$ cat config.mk
export PLATFORM = sky130hd
export DESIGN_NAME = registrador_id_ex
export DESIGN_NICKNAME = d
export VERILOG_FILES = /design/src/rtl/registrador_id_ex.sv
export SDC_FILE = /design/constraint.sdc
export NUM_CORES = 1
export LEC_CHECK = 0
export ABC_CLOCK_PERIOD_IN_PS = 14300
export CAP_MARGIN = 30
export CELL_PAD_IN_SITES_DETAIL_PLACEMENT = 1
export CELL_PAD_IN_SITES_GLOBAL_PLACEMENT = 2
export CORE_MARGIN = 2
export CORE_UTILIZATION = 25
export CTS_CLUSTER_SIZE = 40
export DETAILED_ROUTE_END_ITERATION = 12
export GPL_ROUTABILITY_DRIVEN = 1
export GPL_TIMING_DRIVEN = 0
export PLACE_DENSITY_LB_ADDON = 0.1
export SYNTH_ARGS = -nofsm -noshare
export SYNTH_HDL_FRONTEND = slang
export SYNTH_SLANG_ARGS = --single-unit
$ cat constraint.sdc
create_clock -name clk -period 14.3 [get_ports clk]
set_input_delay 1.43 -clock clk [delete_from_list [all_inputs] [get_ports clk]]
set_output_delay 1.43 -clock clk [all_outputs]
set_load 0.05 [all_outputs]
$ cat src/rtl/registrador_id_ex.sv
// ID/EX pipeline register feeding the 64-bit ULA: captures decoded operands behind a
// valid/ready handshake and resolves rs1/rs2 hazards by forwarding from EX and WB.
module registrador_id_ex #(
    parameter int BITS     = 64,
    parameter int REG_ADDR = 5
) (
    input  logic                clk,
    input  logic                reset,

    input  logic                in_valid,
    output logic                in_ready,
    input  logic [REG_ADDR-1:0] in_rs1,
    input  logic [REG_ADDR-1:0] in_rs2,
    input  logic [REG_ADDR-1:0] in_rd,
    input  logic [BITS-1:0]     in_dina,
    input  logic [BITS-1:0]     in_dinb,
    input  logic [BITS-1:0]     in_imm,
    input  logic                in_subtraindo,
    input  logic                in_alu_src,
    input  logic [1:0]          in_operacao,
    input  logic                in_reg_write,

    input  logic                flush,

    input  logic [BITS-1:0]     ula_dout,
    input  logic                wb_valid,
    input  logic [REG_ADDR-1:0] wb_rd,
    input  logic [BITS-1:0]     wb_data,

    output logic                out_valid,
    input  logic                out_ready,
    output logic [BITS-1:0]     dina,
    output logic [BITS-1:0]     dinb,
    output logic [BITS-1:0]     imm,
    output logic                subtraindo,
    output logic                alu_src,
    output logic [1:0]          operacao,
    output logic [REG_ADDR-1:0] rd,
    output logic                reg_write
);

    // Handshake: a transfer happens on a rising edge where valid && ready are both
    // high; the held instruction stays put while out_valid && !out_ready.

    logic                valid_q, valid_d;
    logic [BITS-1:0]     dina_q, dina_d;
    logic [BITS-1:0]     dinb_q, dinb_d;
    logic [BITS-1:0]     imm_q, imm_d;
    logic                subtraindo_q, subtraindo_d;
    logic                alu_src_q, alu_src_d;
    logic [1:0]          operacao_q, operacao_d;
    logic [REG_ADDR-1:0] rd_q, rd_d;
    logic                reg_write_q, reg_write_d;
    logic [REG_ADDR-1:0] rs1_q, rs1_d;
    logic [REG_ADDR-1:0] rs2_q, rs2_d;

    logic                accept;
    logic                ex_fwd_ok;
    logic                wb_fwd_ok;
    logic [BITS-1:0]     fwd_a;
    logic [BITS-1:0]     fwd_b;

    assign in_ready  = !valid_q || out_ready;
    assign accept    = in_valid && in_ready && !flush;
    assign ex_fwd_ok = valid_q && reg_write_q && (rd_q != '0);
    assign wb_fwd_ok = wb_valid && (wb_rd != '0);

    // EX result is the newest value of rd, so it wins over writeback.
    always_comb begin
        fwd_a = in_dina;
        if (ex_fwd_ok && (rd_q == in_rs1)) begin
            fwd_a = ula_dout;
        end else if (wb_fwd_ok && (wb_rd == in_rs1)) begin
            fwd_a = wb_data;
        end

        fwd_b = in_dinb;
        if (ex_fwd_ok && (rd_q == in_rs2)) begin
            fwd_b = ula_dout;
        end else if (wb_fwd_ok && (wb_rd == in_rs2)) begin
            fwd_b = wb_data;
        end
    end

    always_comb begin
        valid_d      = valid_q;
        dina_d       = dina_q;
        dinb_d       = dinb_q;
        imm_d        = imm_q;
        subtraindo_d = subtraindo_q;
        alu_src_d    = alu_src_q;
        operacao_d   = operacao_q;
        rd_d         = rd_q;
        reg_write_d  = reg_write_q;
        rs1_d        = rs1_q;
        rs2_d        = rs2_q;

        if (flush) begin
            valid_d = 1'b0;
        end else if (accept) begin
            valid_d      = 1'b1;
            dina_d       = fwd_a;
            dinb_d       = fwd_b;
            imm_d        = in_imm;
            subtraindo_d = in_subtraindo;
            alu_src_d    = in_alu_src;
            operacao_d   = in_operacao;
            rd_d         = in_rd;
            reg_write_d  = in_reg_write;
            rs1_d        = in_rs1;
            rs2_d        = in_rs2;
        end else if (out_ready) begin
            valid_d = 1'b0;
        end else if (valid_q) begin
            // Stalled: keep the held operands coherent with writebacks landing now.
            if (wb_fwd_ok && (wb_rd == rs1_q)) begin
                dina_d = wb_data;
            end
            if (wb_fwd_ok && (wb_rd == rs2_q)) begin
                dinb_d = wb_data;
            end
        end
    end

    always_ff @(posedge clk or posedge reset) begin
        if (reset) begin
            valid_q      <= 1'b0;
            dina_q       <= '0;
            dinb_q       <= '0;
            imm_q        <= '0;
            subtraindo_q <= 1'b0;
            alu_src_q    <= 1'b0;
            operacao_q   <= 2'd0;
            rd_q         <= '0;
            reg_write_q  <= 1'b0;
            rs1_q        <= '0;
            rs2_q        <= '0;
        end else begin
            valid_q      <= valid_d;
            dina_q       <= dina_d;
            dinb_q       <= dinb_d;
            imm_q        <= imm_d;
            subtraindo_q <= subtraindo_d;
            alu_src_q    <= alu_src_d;
            operacao_q   <= operacao_d;
            rd_q         <= rd_d;
            reg_write_q  <= reg_write_d;
            rs1_q        <= rs1_d;
            rs2_q        <= rs2_d;
        end
    end

    assign out_valid  = valid_q;
    assign dina       = dina_q;
    assign dinb       = dinb_q;
    assign imm        = imm_q;
    assign subtraindo = subtraindo_q;
    assign alu_src    = alu_src_q;
    assign operacao   = operacao_q;
    assign rd         = rd_q;
    assign reg_write  = reg_write_q;

endmodule

Word-level counts from Yosys, hierarchy flattened
Index checks and enable logic that the tools add are counted.
- word-level logic and storage cells: 57
- register bits after elaboration: 213
- bits of input ports: 351
- bits in read-only memories: 0
- bits in writable memories: 0
- memories: 0
- latch bits: 0
- output and inout port bits: 204
- $lt $le $gt $ge: 0
- add/subtract/negate cells: 0
- $mul: 0
- reduce and logical (&&, ||, !) cells: 23
- mux-type cells: 15
- bitwise gates (word level): 1
- div/mod/pow operators: 0
- shift operators: 0
- eq/ne operators: 7
- operators by type and width (cell ; count):
    $mux 64 ; 12
    $eq 5x5->1 ; 6
    $logic_and 1x1->1 ; 11
    $reduce_bool 5->1 ; 2
    $reduce_and 4->1 ; 2
    $reduce_bool 2->1 ; 3
    $mux 1 ; 3
    $reduce_bool 3->1 ; 1
    $logic_not 1->1 ; 2
    $ne 2x1->1 const B ; 1
    $reduce_and 2->1 ; 1
    $logic_or 1x1->1 ; 1
    $not 1->1 ; 1

Depth between registers and ports, before layout
- depth in word-level cells: 7
- depth in mapped cells: 10
- depth with buffers taken out: 6

Least setup slack after synthesis
Ideal clock, no wire load.
- path kind: input -> output
- start point: input out_ready
- end point: output in_ready
- data required time: 12.870 ns
- stages on the path: 3
- arrival: 1.914 ns
- path slack: 10.956 ns
- buffers on the path: 1
- cells stage by stage: nor2b_1 > buf_2 > inv_1
- longest elaborated chain between the ends: 1
- ends and longest elaborated chain (what ; RTL line ; source):
    start, declared ; 31 ; input logic out_ready,
    $logic_or 1x1->1 ; 63 ; assign in_ready = !valid_q || out_ready;
    end, declared ; 11 ; output logic in_ready,
No other way between the ends.

Final worst setup path
Ends and elaborated chain as after synthesis.

==> impl_metrics.csv <==
group,metric,value,unit
setup_path,crit_path_start_kind,"primary input",
sta,maxSlewHeadroom,34.3,%
cells_and_area,syn_to_final_growth,60.8,%
setup_path,path_cells,"clkdlybuf4s50_1, nor2b_1, buf_2, inv_1, clkdlybuf4s50_1",
logic_synthesis,ys_seq_area_share,43.0,%
global_route,first_global_vias,15400,
global_route,groute.usage.overall,26.9,%
logic_synthesis,synth_top_cell_area_share,43.0,%
floorplanning,fp-row-count,81,
routing,dr.pass1.iters,5,
logic_synthesis,synthFlopType,"dfrtp_1",
logic_synthesis,yosysTopAreaCell,"dfrtp_1",
routing,vias,14300,
setup_path,r2r_cells,8,
sta,setup_viol,0,
min_path,hold_path.class,"flop to flop",
cells_and_area,final_nets,2447,
setup_path,worstPathRequired,12.87,ns
setup_path,path_max_fanout,6,
floorplanning,die_area,51400,um^2
power_and_ir_drop,power_density,130,nW/um^2
power_and_ir_drop,p_leak,0.00781,uW
floorplanning,core,49000,um^2
min_path,hold_path_depth,2,
power_and_ir_drop,combPwrFrac,37.2,%
logic_synthesis,synth.cell_area,12400,um^2
run_status,status,"completed",
routing,postRouteAntennaNets,0,
min_path,hold_path_end,"imm[52]",
cts,postCtsSetupRepairBufs,0,
setup_path,crit_type,"primary input to primary output",
logic_synthesis,synthArstFlopShare,100,%
sta,period_minus_slack,4.45,ns
routing,routed_wl,70.3,mm
min_path,min_from,"imm[52]",
global_route,grt_pass1_wl,102,mm
setup_path,crit_slowest_cell,"clkdlybuf4s50_1",
sta,tightest_slew,0.985,ns
cells_and_area,drive_gt1_share,4.72,%
setup_path,reg2reg_slack,11.08,ns
power_and_ir_drop,clkPwrFrac,33.1,%
cts,clk_latency,0.59,ns
power_and_ir_drop,intPower,1580,uW
sta,fin_crit_sh,31.1,%
sta,skew,0.0282,ns
routing,drc_errors,0,
floorplanning,initial_core_util,25.3,%
setup_path,end_kind,"primary output",
power_and_ir_drop,pwr-share-seq,29.8,%
cts,clockBufferDepth,3,
power_and_ir_drop,p_sw,1000,uW
placement,hpwl,53.0,mm
cts,root_buffer,"clkbuf_16",
global_route,grt_antenna_before_repair,23,
cts,cts_tree,"built",
sta,hold_viol_final,0,
logic_synthesis,synthCells,1511,
floorplanning,die_x,227,um
logic_synthesis,syn_nets,1862,
logic_synthesis,synth_compound_area_share,22.9,%
logic_synthesis,ys_ff_latch,213,
logic_synthesis,synth_adder_area_share,0,%
logic_synthesis,avgSynthCellArea,8.20,um^2
global_route,grt_max_degree,112,
setup_path,cpPeakStageDelay,0.86,ns
logic_synthesis,synth.distinct_cells,36,
sta,rsz0062_at_grt,"false",
floorplanning,die-height,227,um
sta,fmax,0.225,GHz
routing,wire_per_inst,25.1,um
sta,slew_viol_final,0,
logic_synthesis,synth_edf_count,0,
global_route,overflow,0,
setup_path,startpoint,"out_ready",
sta,fin_tns_setup,0,ns
cells_and_area,postLayoutCoreUtil,40.7,%
cts,hold_buffers,0,
cts,htree_levels,1,
cts,clk_pin_slew,0.05,ns
job,maxCapViolCount,0,
logic_synthesis,synth_xor_area_share,2.12,%
logic_synthesis,ys_warn_count,0,
cts,cts_buffers,30,
power_and_ir_drop,p_sw_share,38.8,%
placement,portBuffers,549,
floorplanning,ios,555,
cts,cts.sinks,213,
placement,gp_congestion,0.825,
setup_path,crit_top_cell,"clkdlybuf4s50_1",
logic_synthesis,ys_top_cells_by_area,"dfrtp_1 (43%), nand2_1 (12%), a31oi_1 (6.4%), nor2_1 (5.7%), mux2i_1 (5.2%)",
cts,post_cts_resize_count,0,
logic_synthesis,synth_top_family_by_area,"compound AO/OA/AOI/OAI gates",
routing,drt-initial-drc-count,840,
routing,via_per_inst,5.10,
setup_path,r2r-end,"dina[6]",
power_and_ir_drop,peakVddDrop,80.9,uV
logic_synthesis,synth-simple-area-share,21.2,%
logic_synthesis,synthMuxAreaShare,5.17,%
setup_path,reg2reg_from,"rd[3]",
setup_path,arrival,3.02,ns
-- synth_stat cells (2+ instances only) --
cell and number:
nand4_1 2, nor3b_1 5, a21oi_1 2, o22a_1 66, xnor2_1 17, xor2_1 13, o21ai_0 64, clkbuf_1 99
or4_1 2, o31ai_1 64, a221o_1 59, nor2_1 187, a211oi_1 2, inv_1 3, buf_4 6, nor3_1 67
dfrtp_1 213, buf_6 8, nand3_1 3, nand2_1 386, a31oi_1 126, mux2i_1 64, buf_2 24, buf_1 15
a211o_1 3
-- worst max path at each step --
stage               end  slack [ns]  cells after the start
3_3_place_gp   dinb[47]        2.90                      2
4_1_cts        in_ready        9.84                      5
6_report       in_ready        9.85                      5
3_5_place_dp    dina[6]        9.58                      9
2_1_floorplan   alu_src        7.05                      1
5_1_grt        in_ready        9.82                      5
-- worst max-delay path: cells and delay by family --
kind,cells,cell delay (ns)
buffers and inverters,4,1.56
and+or+nand+nor,1,0.04
-- state kept, by name, summed over array words and instances, names as in the netlist --
signal,count
operacao,2
out_valid,1
dina,64
rs2_q,5
subtraindo,1
rs1_q,5
rd,5
alu_src,1
imm,64
dinb,64
reg_write,1
-- power groups by stage --
| stage | Sequential [uW] | Clock [uW] | Combinational (uW) |
|---|---|---|---|
| after global placement | 776 | 0 | 958 |
| after global routing | 781 | 894 | 1010 |
| after detailed placement | 778 | 0 | 965 |
| final | 769 | 854 | 961 |
| after floorplan | 1100 | 0 | 205 |
| after CTS | 769 | 872 | 968 |
-- layout make-up --
cell class | instances | area [um^2]
fill | 5759 | 29000
clock inverter | 17 | 275
sequential | 213 | 5330
clock buffer | 39 | 835
buffer | 153 | 691
inverter | 3 | 18.8
timing repair buffer | 553 | 5550
tap | 664 | 831
multi-input combinational | 1142 | 6360
antenna | 11 | 27.5
-- cells by family (layout without fill, tap and decap cells) --
logic type,Yosys count,count (layout)
AND/OR/NAND/NOR,659,659
AO/OA/AOI/OAI,389,389
flip-flops,213,213
buffers and inverters,156,765
multiplexers,64,64
XOR/XNOR,30,30
other,0,11
-- metrics by stage --
step | cells | setup slack (ns) | power, uW | cell area, um^2 | hold WS (ns)
6_report | 2795 | 9.85 | 2580 | 19900 | 0.469
5_1_grt | 2795 | 9.82 | 2690 | 19900 | 0.500
4_1_cts | 2784 | 9.84 | 2610 | 19900 | 0.475
3_5_place_dp | 2728 | 9.58 | 1740 | 18800 | 0.462
3_3_place_gp | 2724 | 2.90 | 1730 | 18700 | 0.456
2_1_floorplan | 1511 | 7.05 | 1310 | 12400 | 0.465
-- layer usage --
layer	GRT usage (%)	up-vias	share of wire, %
met5	0	-	0.23
met4	9.74	24	3.4
met3	6.89	136	7.2
met2	44.4	523	47
met1	33.7	7013	42
li1	-	6556	-
-- cells in the final DEF, fill, tap and decap left out, types with 24 or more instances in the layout --
cell             count
mux2i_1             64
o31ai_1             64
nor3_1              67
dfrtp_1            213
clkbuf_16           30
o22a_1              66
a31oi_1            126
a221o_1             59
o21ai_0             64
nor2_1             187
nand2_1            386
clkbuf_1           103
buf_2               24
clkdlybuf4s50_1    549
No activity file was read; power rests on OpenSTA's default activity.
